$ cat config.mk
export PLATFORM = sky130hd
export DESIGN_NAME = lcd_cmd_feeder
export DESIGN_NICKNAME = d
export VERILOG_FILES = /design/src/rtl/lcd_pkg.sv /design/src/rtl/lcd_cmd_fifo.sv /design/src/rtl/lcd_cmd_feeder.sv
export SDC_FILE = /design/constraint.sdc
export NUM_CORES = 1
export LEC_CHECK = 0
export ABC_CLOCK_PERIOD_IN_PS = 1900
export BUFFER_PORTS_ARGS = -buffer_cell sky130_fd_sc_hd__buf_2
export CAP_MARGIN = 10
export CORE_AREA = 2 2 75 77
export DETAILED_ROUTE_END_ITERATION = 6
export DIE_AREA = 0 0 77 79
export GPL_TIMING_DRIVEN = 0
export PLACE_DENSITY = 0.72
export SKIP_LAST_GASP = 1
export SYNTH_ARGS = -nofsm -noshare
export SYNTH_HDL_FRONTEND = slang
export SYNTH_SLANG_ARGS = --single-unit
export TNS_END_PERCENT = 5
$ cat constraint.sdc
create_clock -name clk -period 1.9 [get_ports clk]
set_clock_uncertainty 0.15 [all_clocks]
set_input_delay 0.38 -clock clk [delete_from_list [all_inputs] [get_ports clk]]
set_output_delay 0.38 -clock clk [all_outputs]
set_load 0.02 [all_outputs]
$ cat src/rtl/lcd_pkg.sv
// Shared definitions for the LCD command feeder.
// Command codes, FSM states, image geometry.
package lcd_pkg;

  localparam int LCD_W  = 12;
  localparam int LCD_H  = 9;
  localparam int PIXELS = LCD_W * LCD_H;

  localparam logic [2:0] CMD_LOAD     = 3'd0;
  localparam logic [2:0] CMD_ZOOM_IN  = 3'd1;
  localparam logic [2:0] CMD_ZOOM_FIT = 3'd2;
  localparam logic [2:0] CMD_SHIFT_R  = 3'd3;
  localparam logic [2:0] CMD_SHIFT_L  = 3'd4;
  localparam logic [2:0] CMD_SHIFT_U  = 3'd5;
  localparam logic [2:0] CMD_SHIFT_D  = 3'd6;
  localparam logic [2:0] CMD_RSVD     = 3'd7;

  typedef enum logic [1:0] {
    ST_IDLE,
    ST_ISSUE,
    ST_LOAD,
    ST_WAIT
  } fsm_e;

  function automatic logic [7:0] sat_inc(
    input logic [7:0] c,
    input logic       en
  );
    return (en && c != 8'hFF) ? c + 8'd1 : c;
  endfunction

endpackage

$ cat src/rtl/lcd_cmd_fifo.sv
// Small synchronous command FIFO.
// Pointer MSB distinguishes full from empty.
module lcd_cmd_fifo #(
  parameter int DEPTH = 4,
  parameter int W     = 3
) (
  input  logic         clk,
  input  logic         reset,
  input  logic         push,
  input  logic [W-1:0] din,
  input  logic         pop,
  output logic [W-1:0] dout,
  output logic         full,
  output logic         empty
);

  localparam int AW = (DEPTH > 1) ? $clog2(DEPTH) : 1;

  logic [W-1:0] mem [DEPTH];
  logic [AW:0]  wp;
  logic [AW:0]  rp;
  logic         do_push;
  logic         do_pop;

  assign full    = (wp[AW] != rp[AW]) &&
                   (wp[AW-1:0] == rp[AW-1:0]);
  assign empty   = (wp == rp);
  assign do_push = push && !full;
  assign do_pop  = pop && !empty;
  assign dout    = mem[rp[AW-1:0]];

  // pointer update; push and pop may coincide
  always_ff @(posedge clk) begin
    if (!reset) begin
      wp <= '0;
      rp <= '0;
    end else begin
      if (do_push) wp <= wp + 1'b1;
      if (do_pop)  rp <= rp + 1'b1;
    end
  end

  // storage array, no reset needed
  always_ff @(posedge clk) begin
    if (do_push) mem[wp[AW-1:0]] <= din;
  end

endmodule

$ cat src/rtl/lcd_cmd_feeder.sv
// Queues host commands and feeds the LCD controller.
// Streams the pixel ROM during a load, reports completion.
module lcd_cmd_feeder
  import lcd_pkg::*;
#(
  parameter int WIDTH  = LCD_W,
  parameter int HEIGHT = LCD_H,
  parameter int ADDR_W = 7,
  parameter int QDEPTH = 4
) (
  input  logic              clk,
  input  logic              reset,
  input  logic [2:0]        host_cmd,
  input  logic              host_valid,
  output logic              host_ready,
  output logic              img_rd,
  output logic [ADDR_W-1:0] img_addr,
  input  logic [7:0]        img_data,
  output logic [2:0]        ctrl_cmd,
  output logic              ctrl_cmd_valid,
  output logic [7:0]        ctrl_datain,
  input  logic              ctrl_busy,
  input  logic              ctrl_output_valid,
  output logic              done,
  output logic [7:0]        done_count,
  output logic              err
);

  localparam int NPIX = WIDTH * HEIGHT;
  localparam logic [ADDR_W-1:0] LAST =
    ADDR_W'(NPIX - 1);

  fsm_e              state;
  fsm_e              state_nx;
  logic [2:0]        head;
  logic [2:0]        cmd_q;
  logic              loaded;
  logic [ADDR_W-1:0] k;
  logic [7:0]        cnt;
  logic [7:0]        done_cnt_q;
  logic              done_q;
  logic              err_q;
  logic              fifo_full;
  logic              fifo_empty;
  logic              pop;
  logic              drop;

  lcd_cmd_fifo #(
    .DEPTH (QDEPTH),
    .W     (3)
  ) u_fifo (
    .clk   (clk),
    .reset (reset),
    .push  (host_valid),
    .din   (host_cmd),
    .pop   (pop),
    .dout  (head),
    .full  (fifo_full),
    .empty (fifo_empty)
  );

  assign host_ready = reset && !fifo_full;
  assign done       = reset && done_q;
  assign err        = reset && err_q;
  assign done_count = reset ? done_cnt_q : 8'd0;

  // state register
  always_ff @(posedge clk) begin
    if (!reset) state <= ST_IDLE;
    else        state <= state_nx;
  end

  // next state, pop and drop decision
  always_comb begin
    state_nx = state;
    pop      = 1'b0;
    drop     = 1'b0;
    unique case (state)
      ST_IDLE: begin
        if (!fifo_empty && !ctrl_busy) begin
          pop = 1'b1;
          if (head == CMD_LOAD || loaded)
            state_nx = ST_ISSUE;
          else
            drop = 1'b1;
        end
      end
      ST_ISSUE: begin
        state_nx = (cmd_q == CMD_LOAD) ?
                   ST_LOAD : ST_WAIT;
      end
      ST_LOAD: begin
        if (k == LAST) state_nx = ST_WAIT;
      end
      ST_WAIT: begin
        if (!ctrl_busy) state_nx = ST_IDLE;
      end
      default: state_nx = ST_IDLE;
    endcase
  end

  // controller and ROM strobes from registered state
  always_comb begin
    ctrl_cmd_valid = 1'b0;
    ctrl_cmd       = 3'd0;
    ctrl_datain    = 8'd0;
    img_rd         = 1'b0;
    img_addr       = '0;
    if (reset) begin
      unique case (1'b1)
        (state == ST_ISSUE): begin
          ctrl_cmd_valid = 1'b1;
          ctrl_cmd       = cmd_q;
          img_rd         = (cmd_q == CMD_LOAD);
        end
        (state == ST_LOAD): begin
          ctrl_datain = img_data;
          if (k != LAST) begin
            img_rd   = 1'b1;
            img_addr = k + ADDR_W'(1);
          end
        end
        default: ;
      endcase
    end
  end

  // datapath: head latch, pixel index, output count
  always_ff @(posedge clk) begin
    if (!reset) begin
      cmd_q      <= CMD_LOAD;
      loaded     <= 1'b0;
      k          <= '0;
      cnt        <= 8'd0;
      done_cnt_q <= 8'd0;
      done_q     <= 1'b0;
      err_q      <= 1'b0;
    end else begin
      done_q <= 1'b0;
      err_q  <= drop;
      if (pop) cmd_q <= head;
      unique case (state)
        ST_ISSUE: begin
          cnt <= 8'd0;
          k   <= '0;
          if (cmd_q == CMD_LOAD) loaded <= 1'b1;
        end
        ST_LOAD: begin
          k <= k + ADDR_W'(1);
        end
        ST_WAIT: begin
          cnt <= sat_inc(cnt, ctrl_output_valid);
          if (!ctrl_busy) begin
            done_q     <= 1'b1;
            done_cnt_q <= sat_inc(cnt, ctrl_output_valid);
          end
        end
        default: ;
      endcase
    end
  end

endmodule
---- Word-level counts from Yosys, hierarchy flattened ----
Memory sizes are Yosys's and may differ from the RTL's. A register that Yosys moved wholly into a read port is not among the register bits.
Cells that the tools add are included.
storage, ports and cells
  register bits after elaboration ......... 37
  memory bits (writable) .................. 12
  input port bits ......................... 16
  output and inout bits ................... 31
  word-level logic and storage cells ...... 81
  memories kept ........................... 1
operators by class
  $add $sub $neg .......................... 4
  eq/ne operators ......................... 13
  multiplexer cells ....................... 30
  bitwise logic cells ..................... 1
  reduce and logical (&&, ||, !) cells .... 22
memories
  memory      depth  bits a word  rd ports  clocked after memory_dff  write ports  line                text
  u_fifo.mem  4      3            1         1                         1            lcd_cmd_fifo.sv:19  logic [W-1:0] mem [DEPTH];
operator list
  kind                                           number
  2-to-1 mux 8 bit                               4
  2-to-1 mux 7 bit                               3
  case mux 8 bit (2 select lines)                1
  case mux 7 bit (2 select lines)                1
  2-to-1 mux 2 bit                               6
  2-to-1 mux 1 bit                               11
  adder 8 x 1 -> 8 bit (second input constant)   1
  logical AND 1 bit                              8
  inequality test 2 bit (second input constant)  4
  inequality test 8 bit (second input constant)  1
  case mux 2 bit (4 select lines)                1
  adder 7 x 1 -> 7 bit (second input constant)   1
  equality test 7 bit (second input constant)    1
  inequality test 7 bit (second input constant)  1
  adder 3 x 1 -> 3 bit (second input constant)   2
  logical NOT 3 bit                              2
  2-to-1 mux 3 bit                               2
  AND reduction 2 bit                            3
  equality test 2 bit (second input constant)    2
  AND reduction 4 bit                            1
  nonzero test 2 bit                             2
  equality test 3 bit                            1
  logical NOT 1 bit                              3
  AND reduction 3 bit                            1
  other kinds (7)                                7

---- Logic depth before layout (Yosys ltp) ----
Gate-level depths: netlist (run 1).
  depth after elaboration ................. 8
  mapped depth ............................ 7

---- By module ----
Synthesis (run 1) repeated with hierarchy kept, for this count alone.
unflattened totals
  cells, all modules ...................... 315
  area total of the unflattened synthesis .. 2,821.5 µm²
modules (own cells, without submodules)
  module          times used  cells each  area an instance (µm²)
  lcd_cmd_feeder  1           232         1,819.2
  lcd_cmd_fifo    1           83          1,002.2

---- Worst setup path before layout (run 1) ----
OpenSTA, ideal clock, no wires.
  kind .................................... reg-to-output
  from .................................... register state[0]
  to ...................................... output img_rd
  data arrival time ....................... 1.463 ns
  data required time ...................... 1.370 ns
  setup slack ............................. -0.093 ns
  cell stages (with the launch flop) ...... 6
  cells stage by stage .................... dfxtp_1 -> ha_1 -> inv_1 -> nor2_1 -> nand2_1 -> a21oi_1
on the way
  cells in the longest elaborated chain, start to end .. 3
  elaborated cells between the ends (all ways) .. 4
  classes of those cells .................. eq/ne: 2; mux: 2
RTL lines
  element                                                              line                                          text
  start: declaration                                                   lcd_cmd_feeder.sv:33                          fsm_e state;
  start signal: assignment                                             lcd_cmd_feeder.sv:70                          else state <= state_nx;
  equality test 2 bit or equality test 2 x 1 -> 1 bit (tied branches)  lcd_cmd_feeder.sv:116, lcd_cmd_feeder.sv:111
  case mux 1 bit (2 select lines) (*)                                  lcd_cmd_feeder.sv:110                         unique case (1'b1)
  2-to-1 mux 1 bit (*)                                                 lcd_cmd_feeder.sv:109                         if (reset) begin
  end: declaration                                                     lcd_cmd_feeder.sv:16                          output logic img_rd,
Mark *: on every way between the ends. The rest lies on a longest branch, timed or not.

---- Worst setup path in the final report (run 1) ----
  from .................................... register k[4]
  to ...................................... output img_addr[3]
on the way
  cells in the longest elaborated chain, start to end .. 4
RTL lines
  element                   line                   text
  start: declaration        lcd_cmd_feeder.sv:38   logic [ADDR_W-1:0] k;
  start signal: assignment  lcd_cmd_feeder.sv:149  k <= k + ADDR_W'(1);
  inequality test 7 bit     lcd_cmd_feeder.sv:118  if (k != LAST) begin
  2-to-1 mux 7 bit          lcd_cmd_feeder.sv:118
  2-to-1 mux 7 bit          lcd_cmd_feeder.sv:110
  2-to-1 mux 7 bit          lcd_cmd_feeder.sv:109
  end: declaration          lcd_cmd_feeder.sv:17   output logic [ADDR_W-1:0] img_addr,
Every way passes these cells.

==> impl_metrics.json, run 1 <==
{
  "violations": "setup timing",
  "min_period_over_period_pct": 106.4,
  "dp.cells": 401,
  "drive_above_1_share_pct": 32.17,
  "wirelength_um": 5894,
  "ys_seq_area_share_pct": 44.06,
  "synth_ff_type": "dfxtp_1",
  "diodes": 0,
  "io_pins": 47,
  "drv_cap": 0,
  "cts_buffers": 5,
  "status": "finished with violations",
  "cts_hold_buf": 0,
  "drc": 0,
  "ff2ff_setup_slack_ps": -20,
  "nets": 371,
  "htreeDepth": 2,
  "die_area_um2": 6083,
  "worst_slew_pin_slew_ps": 544.2,
  "grt_pass1_vias": 2169,
  "yosysMostFrequentCell": "nor2_1",
  "gp_congestion": 0.9040,
  "p_leak_uw": 0.001269,
  "synth-seq-cells": 51,
  "max_freq_mhz": 494.8,
  "netlist.area_leader.share_pct": 30.14,
  "whs_ps": 137.2,
  "syn_avg_cell_area_um2": 9.152,
  "synth_top_cell_by_area": "dfxtp_1",
  "ant_nets": 0,
  "antenna_found_initial": 0,
  "slowest_delay_ps": 360,
  "r2r-start": "cnt[0]",
  "grt_max_degree": 17,
  "rsz0062_at_grt": "yes",
  "startpoint": "k[4]",
  "fin_cells": 417,
  "critPathLaunchType": "flop",
  "fillers": 467,
  "initial_core_util_pct": 48.52,
  "core_area_um2": 5338,
  "vdd_drop_max_uv": 571.9,
  "vias_per_cell": 5.398,
  "dr.pass1.iters": 4,
  "synth_edf_count": 12,
  "overflow": 0,
  "drt_iter0_drc": 210,
  "hold_path_class": "primary input to flop",
  "r2r-end": "cnt[2]",
  "period_needed_ps": 2021,
  "vias": 2251,
  "cp-endpoint": "img_addr[3]",
  "end_kind": "output port",
  "cts_tree": "built",
  "wl_per_cell_um": 14.13,
  "slew_headroom_pct": 63.72,
  "rows": 27,
  "hold_viol": 0,
  "cts_max_path_buffers": 2,
  "setup_viol": 22,
  "clock-sinks": 51,
  "place_ws_ps": -204.7,
  "clkTransAtPathRegs_ps": 90,
  "yosysWarnings": 0,
  "synthDistinctLibCells": 40,
  "power_density_nw_per_um2": 714.1,
  "gr-usage-all-layers_pct": 19.89,
  "synth_area_leaders": "dfxtp_1 30%, edfxtp_1 14%, nor2_1 6.1%, ha_1 5.3%, xnor2_1 5.1%",
  "power.total_uw": 2327,
  "area_growth_pct": 25.80,
  "hpwl_um": 3939,
  "timing.final.max_slew_violations": 0,
  "syn_nets": 310,
  "die_x_um": 77,
  "ys_async_sr_fraction_pct": 0,
  "synthCells": 283,
  "grt_first_pass_wirelength_um": 9701,
  "crit_chain": "nor4bb_4 > nand3_2 > nand3_4 > nor2_1 > buf_2",
  "crit_fanout": 8,
  "die_h_um": 79,
  "cp.required_ps": 1370,
  "clockRootBuffer": "clkbuf_8",
  "ys_top_cells_by_count": "42 x nor2_1, 39 x dfxtp_1, 21 x nand2_1, 18 x a21oi_1, 15 x xnor2_1",
  "cp_slowest_cell": "dfxtp_4",
  "syn_area_um2": 2590,
  "crit_type": "flop to output port",
  "setup_ws_ps": -120.9,
  "portBuffers": 46,
  "arrival_ps": 1490,
  "r2r_cells": 6,
  "worstSkewPairLatency_ps": 310
}
-- layout by cell type, fill, tap and decap left out, drive strengths merged, types with 2 or more instances in the layout --
cell     Yosys  final
nand4        3      3
o21ai       11     11
a31oi        4      4
mux2i        6      6
ha          11     11
dfxtp       39     39
nor2        42     42
a211oi       2      2
inv         12     13
and3        14     14
a21o         2      2
a2bb2oi      2      2
xor2         5      5
mux4         3      3
edfxtp      12     12
nand2       21     21
clkbuf       8     11
a311oi       5      5
nand3       10     10
xnor2       15     15
nor3         9      9
and2        15     15
a21oi       19     19
buf          2     58
clkinv       1      2
-- repair_timing --
| item | 4_1_cts | 5_1_grt |
|---|---|---|
| pin swaps | 6 | 4 |
| gates cloned | 0 | 0 |
| gates resized for setup | 37 | 18 |
| endpoints found under the setup margin | 36 | 55 |
| buffers inserted | 7 | 2 |
-- state kept, by name, summed over array words and instances, names as in the netlist, named ones only --
register    cells
err_q           1
k               7
done_q          1
cnt             8
loaded          1
u_fifo.rp       3
state           2
u_fifo.wp       3
u_fifo.mem     12
done_cnt_q      8
cmd_q           3
-- layout make-up --
| type | instances | area, um2 | area share, % |
|---|---|---|---|
| repair buffers | 55 | 302.8 | 9.293 |
| inverters | 13 | 55.05 | 1.690 |
| clock inverters | 3 | 18.77 | 0.5760 |
| multi-input cells | 209 | 1510 | 46.35 |
| flip-flops and latches | 51 | 1172 | 35.98 |
| plain buffers | 9 | 40.04 | 1.229 |
| well taps | 72 | 90.09 | 2.765 |
| clock buffers | 5 | 68.82 | 2.112 |
-- cells by family (layout without fill, tap and decap cells) --
family / count (synthesis) / count (layout) / share of synthesized area (%)
DFF: 51 / 51 / 44.06
and+or+nand+nor: 117 / 117 / 21.55
buffers and inverters: 23 / 85 / 3.381
adders and majority gates: 11 / 11 / 5.314
AOI/OAI and AO/OA: 52 / 52 / 14.01
muxes: 9 / 9 / 4.927
xor gates and xnor gates: 20 / 20 / 6.763
-- worst min path at each step --
stage / to / startpoint / depth (start not counted) / slack [ps]
2_1_floorplan: loaded / loaded / 2 / 290
3_3_place_gp: loaded / loaded / 2 / 300
3_5_place_dp: loaded / loaded / 2 / 310
4_1_cts: u_fifo.mem[2][2] / host_cmd[2] / 1 / 130
5_1_grt: u_fifo.mem[3][2] / host_cmd[2] / 1 / 140
6_report: u_fifo.mem[3][0] / host_cmd[0] / 1 / 140
-- power breakdown --
part           total [uW]  leakage (uW)  internal (uW)  switching, uW
combinational         463      0.000787            209            254
clock                 633     0.0000483            260            373
sequential           1230      0.000433           1170           63.5
total                2330       0.00127           1640            690
-- metrics by stage --
| step | cell area [um2] | utilization (%) | setup TNS [ps] |
|---|---|---|---|
| after floorplan | 2596 | - | 0 |
| final | 3258 | 61.04 | -1570 |
| after detailed placement | 2917 | 54.64 | -2319 |
| after CTS | 3183 | 59.63 | -1788 |
| after global routing | 3258 | 61.04 | -3563 |
| after global placement | 2917 | 54.64 | -2258 |
-- metal layers --
metal / vias up / wire (um) / GRT usage, %
met1: 1053 / 2531 / 23.53
met3: 13 / 354 / 3.636
met4: 0 / 116 / 9.821
li1: 1110 / - / -
met5: - / 0 / 0
met2: 75 / 2892 / 34.91
-- critical path: cells and delay by family (launching register included) --
| family | cells | cell delay (ps) |
|---|---|---|
| buffers and inverters | 1 | 160 |
| AND/OR/NAND/NOR | 4 | 670 |
| flip-flops | 1 | 360 |
(Power assumes the default switching activity.)
==> run 2, diff against run 1 <==
--- a/config.mk
+++ b/config.mk
@@ -5,14 +5,14 @@
 export SDC_FILE = /design/constraint.sdc
 export NUM_CORES = 1
 export LEC_CHECK = 0
-export ABC_CLOCK_PERIOD_IN_PS = 1900
+export ABC_CLOCK_PERIOD_IN_PS = 1800
 export BUFFER_PORTS_ARGS = -buffer_cell sky130_fd_sc_hd__buf_2
 export CAP_MARGIN = 10
 export CORE_AREA = 2 2 75 77
 export DETAILED_ROUTE_END_ITERATION = 6
 export DIE_AREA = 0 0 77 79
 export GPL_TIMING_DRIVEN = 0
-export PLACE_DENSITY = 0.72
+export PLACE_DENSITY = 0.75
 export SKIP_LAST_GASP = 1
 export SYNTH_ARGS = -nofsm -noshare
 export SYNTH_HDL_FRONTEND = slang
==> constraint.sdc (replaced) <==
create_clock -name clk -period 1.8 [get_ports clk]
set_clock_uncertainty 0.15 [all_clocks]
set_input_delay 0.36 -clock clk [delete_from_list [all_inputs] [get_ports clk]]
set_output_delay 0.36 -clock clk [all_outputs]
set_load 0.02 [all_outputs]
==> run 2 against run 1 <==
Net effect: the flow still finishes with violations (setup timing); final cell count is 0.72% higher; count of clock-buffer cells in the layout is 3 higher; power is 6.3% higher.
==> impl_metrics.json, run 2 (same netlist as run 1, synthesis figures left out) <==
{
  "status": "finished with violations",
  "violations": "setup timing",
  "power_density_nw_per_um2": 758.6,
  "drive_above_1_share_pct": 30.17,
  "crit_fanout": 6,
  "multi_input_area_um2": 1481,
  "clkTransAtPathRegs_ps": 90,
  "worst-path-buf-inv": 3,
  "wl_per_cell_um": 13.84,
  "io_pins": 47,
  "nets": 374,
  "cts_max_path_buffers": 2,
  "diodes": 0,
  "startpoint": "state[1]",
  "cp_slowest_cell": "dfxtp_4",
  "worstHoldStart": "host_cmd[0]",
  "die_h_um": 79,
  "rows": 27,
  "drc": 0,
  "largest_register_ffs": 12,
  "crit_type": "flop to output port",
  "register_area_um2": 1170,
  "antenna_found_initial": 0,
  "cts_buffers": 5,
  "hold_path_class": "primary input to flop",
  "period_needed_ps": 2091,
  "clockRootBuffer": "clkbuf_8",
  "cp.required_ps": 1290,
  "rsz0062_at_grt": "yes",
  "htreeDepth": 2,
  "drt_iter0_drc": 222,
  "drv_cap": 0,
  "mostFrequentLayoutCell": "buf_2",
  "utilization_pct": 61.09,
  "area_growth_pct": 25.89,
  "ant_nets": 0,
  "hold_viol": 0,
  "vias": 2201,
  "p_leak_uw": 0.001271,
  "place_ws_ps": -260.6,
  "final_cell_mix": "45 x buf_2, 39 x nor2_1, 30 x dfxtp_1",
  "wirelength_um": 5814,
  "slew_headroom_pct": 62.00,
  "gp_congestion": 0.8936,
  "hpwl_um": 3970,
  "vdd_drop_max_uv": 592.2,
  "cp_top_family": "flip-flops",
  "critPathLaunchType": "flop",
  "grt_first_pass_wirelength_um": 9411,
  "portBuffers": 46,
  "dr.pass1.iters": 4,
  "die_x_um": 77,
  "initial_core_util_pct": 48.52,
  "gr-usage-all-layers_pct": 19.67,
  "grt_pass1_vias": 2048,
  "max_freq_mhz": 478.3,
  "cts_hold_buf": 0,
  "overflow": 0,
  "die_area_um2": 6083,
  "setup_viol": 37,
  "worstSkewPairLatency_ps": 310,
  "end_kind": "output port",
  "setup_ws_ps": -290.6,
  "fillers": 468,
  "clock-sinks": 51,
  "worst_slew_pin_slew_ps": 570.0,
  "timing.final.max_slew_violations": 0,
  "crit_chain": "inv_4 > ha_4 > inv_1 > nor2_2 > nand2_2 > a21oi_2 > buf_4",
  "cts_tree": "built",
  "min_period_over_period_pct": 116.1,
  "core_area_um2": 5338,
  "grt_max_degree": 15,
  "arrival_ps": 1580,
  "vias_per_cell": 5.240,
  "slowest_delay_ps": 380
}
run 2: cell types whose count changed in the layout (fill, tap and decap cells not counted), sizes merged:
| cell | change |
|---|---|
| clkbuf | +5 |
| clkinv | -2 |
| buf | +1 |
| inv | -1 |
run 2: through the flow:
stage	hold slack (ps)	TNS, ps	cell area [um2]	total power, uW	std cells
2_1_floorplan	281.1	0	2596	1643	283
3_3_place_gp	299.6	-5091	2917	1737	401
3_5_place_dp	313.7	-5505	2917	1752	401
4_1_cts	115.4	-6274	3176	2487	414
5_1_grt	114.5	-10820	3261	2598	420
6_report	120.0	-5256	3261	2473	420
run 2: cell type report:
cell class	instances	area share, %
plain buffers	9	1.266
clock buffers	8	3.070
inverters	13	1.688
multi-input cells	209	45.43
flip-flops and latches	51	35.88
well taps	72	2.763
repair buffers	58	9.900
run 2: what timing repair did:
action                                  in CTS  in global routing
pin swaps                                    6                  8
hold endpoints to repair                     0                  0
buffers inserted                             6                  6
endpoints found under the setup margin      59                 63
resized for setup                           34                 13
run 2: worst reg2reg max path: stages, from the launching register on:
cell and delay (ps):
dfxtp_1 450, mux4_2 560, nor3_1 220, nor2_1 90, a21oi_2 180, mux2i_1 200
run 2: final timing paths:
path	slack [ps]	endpoint	depth (start not counted)
max reg2reg	-110	state[1]	5
min	120	u_fifo.mem[2][0]	1
max	-290	img_rd	7
min reg2reg	340	done_cnt_q[7]	2
run 2: metal layers:
layer  track usage [%]  up-vias  routed length (um)
met5                 0        -                   0
met4             8.571        0                 138
met3             3.977       15                 331
met2             35.44       80                2883
met1             22.71      992                2461
li1                  -     1114                   -
run 2: report_power, final:
part	internal, uW	switching [uW]	leakage, uW
Combinational	208	256	0.000787
Clock	351	369	0.0000515
Sequential	1230	60.1	0.000432
Total	1790	684	0.00127
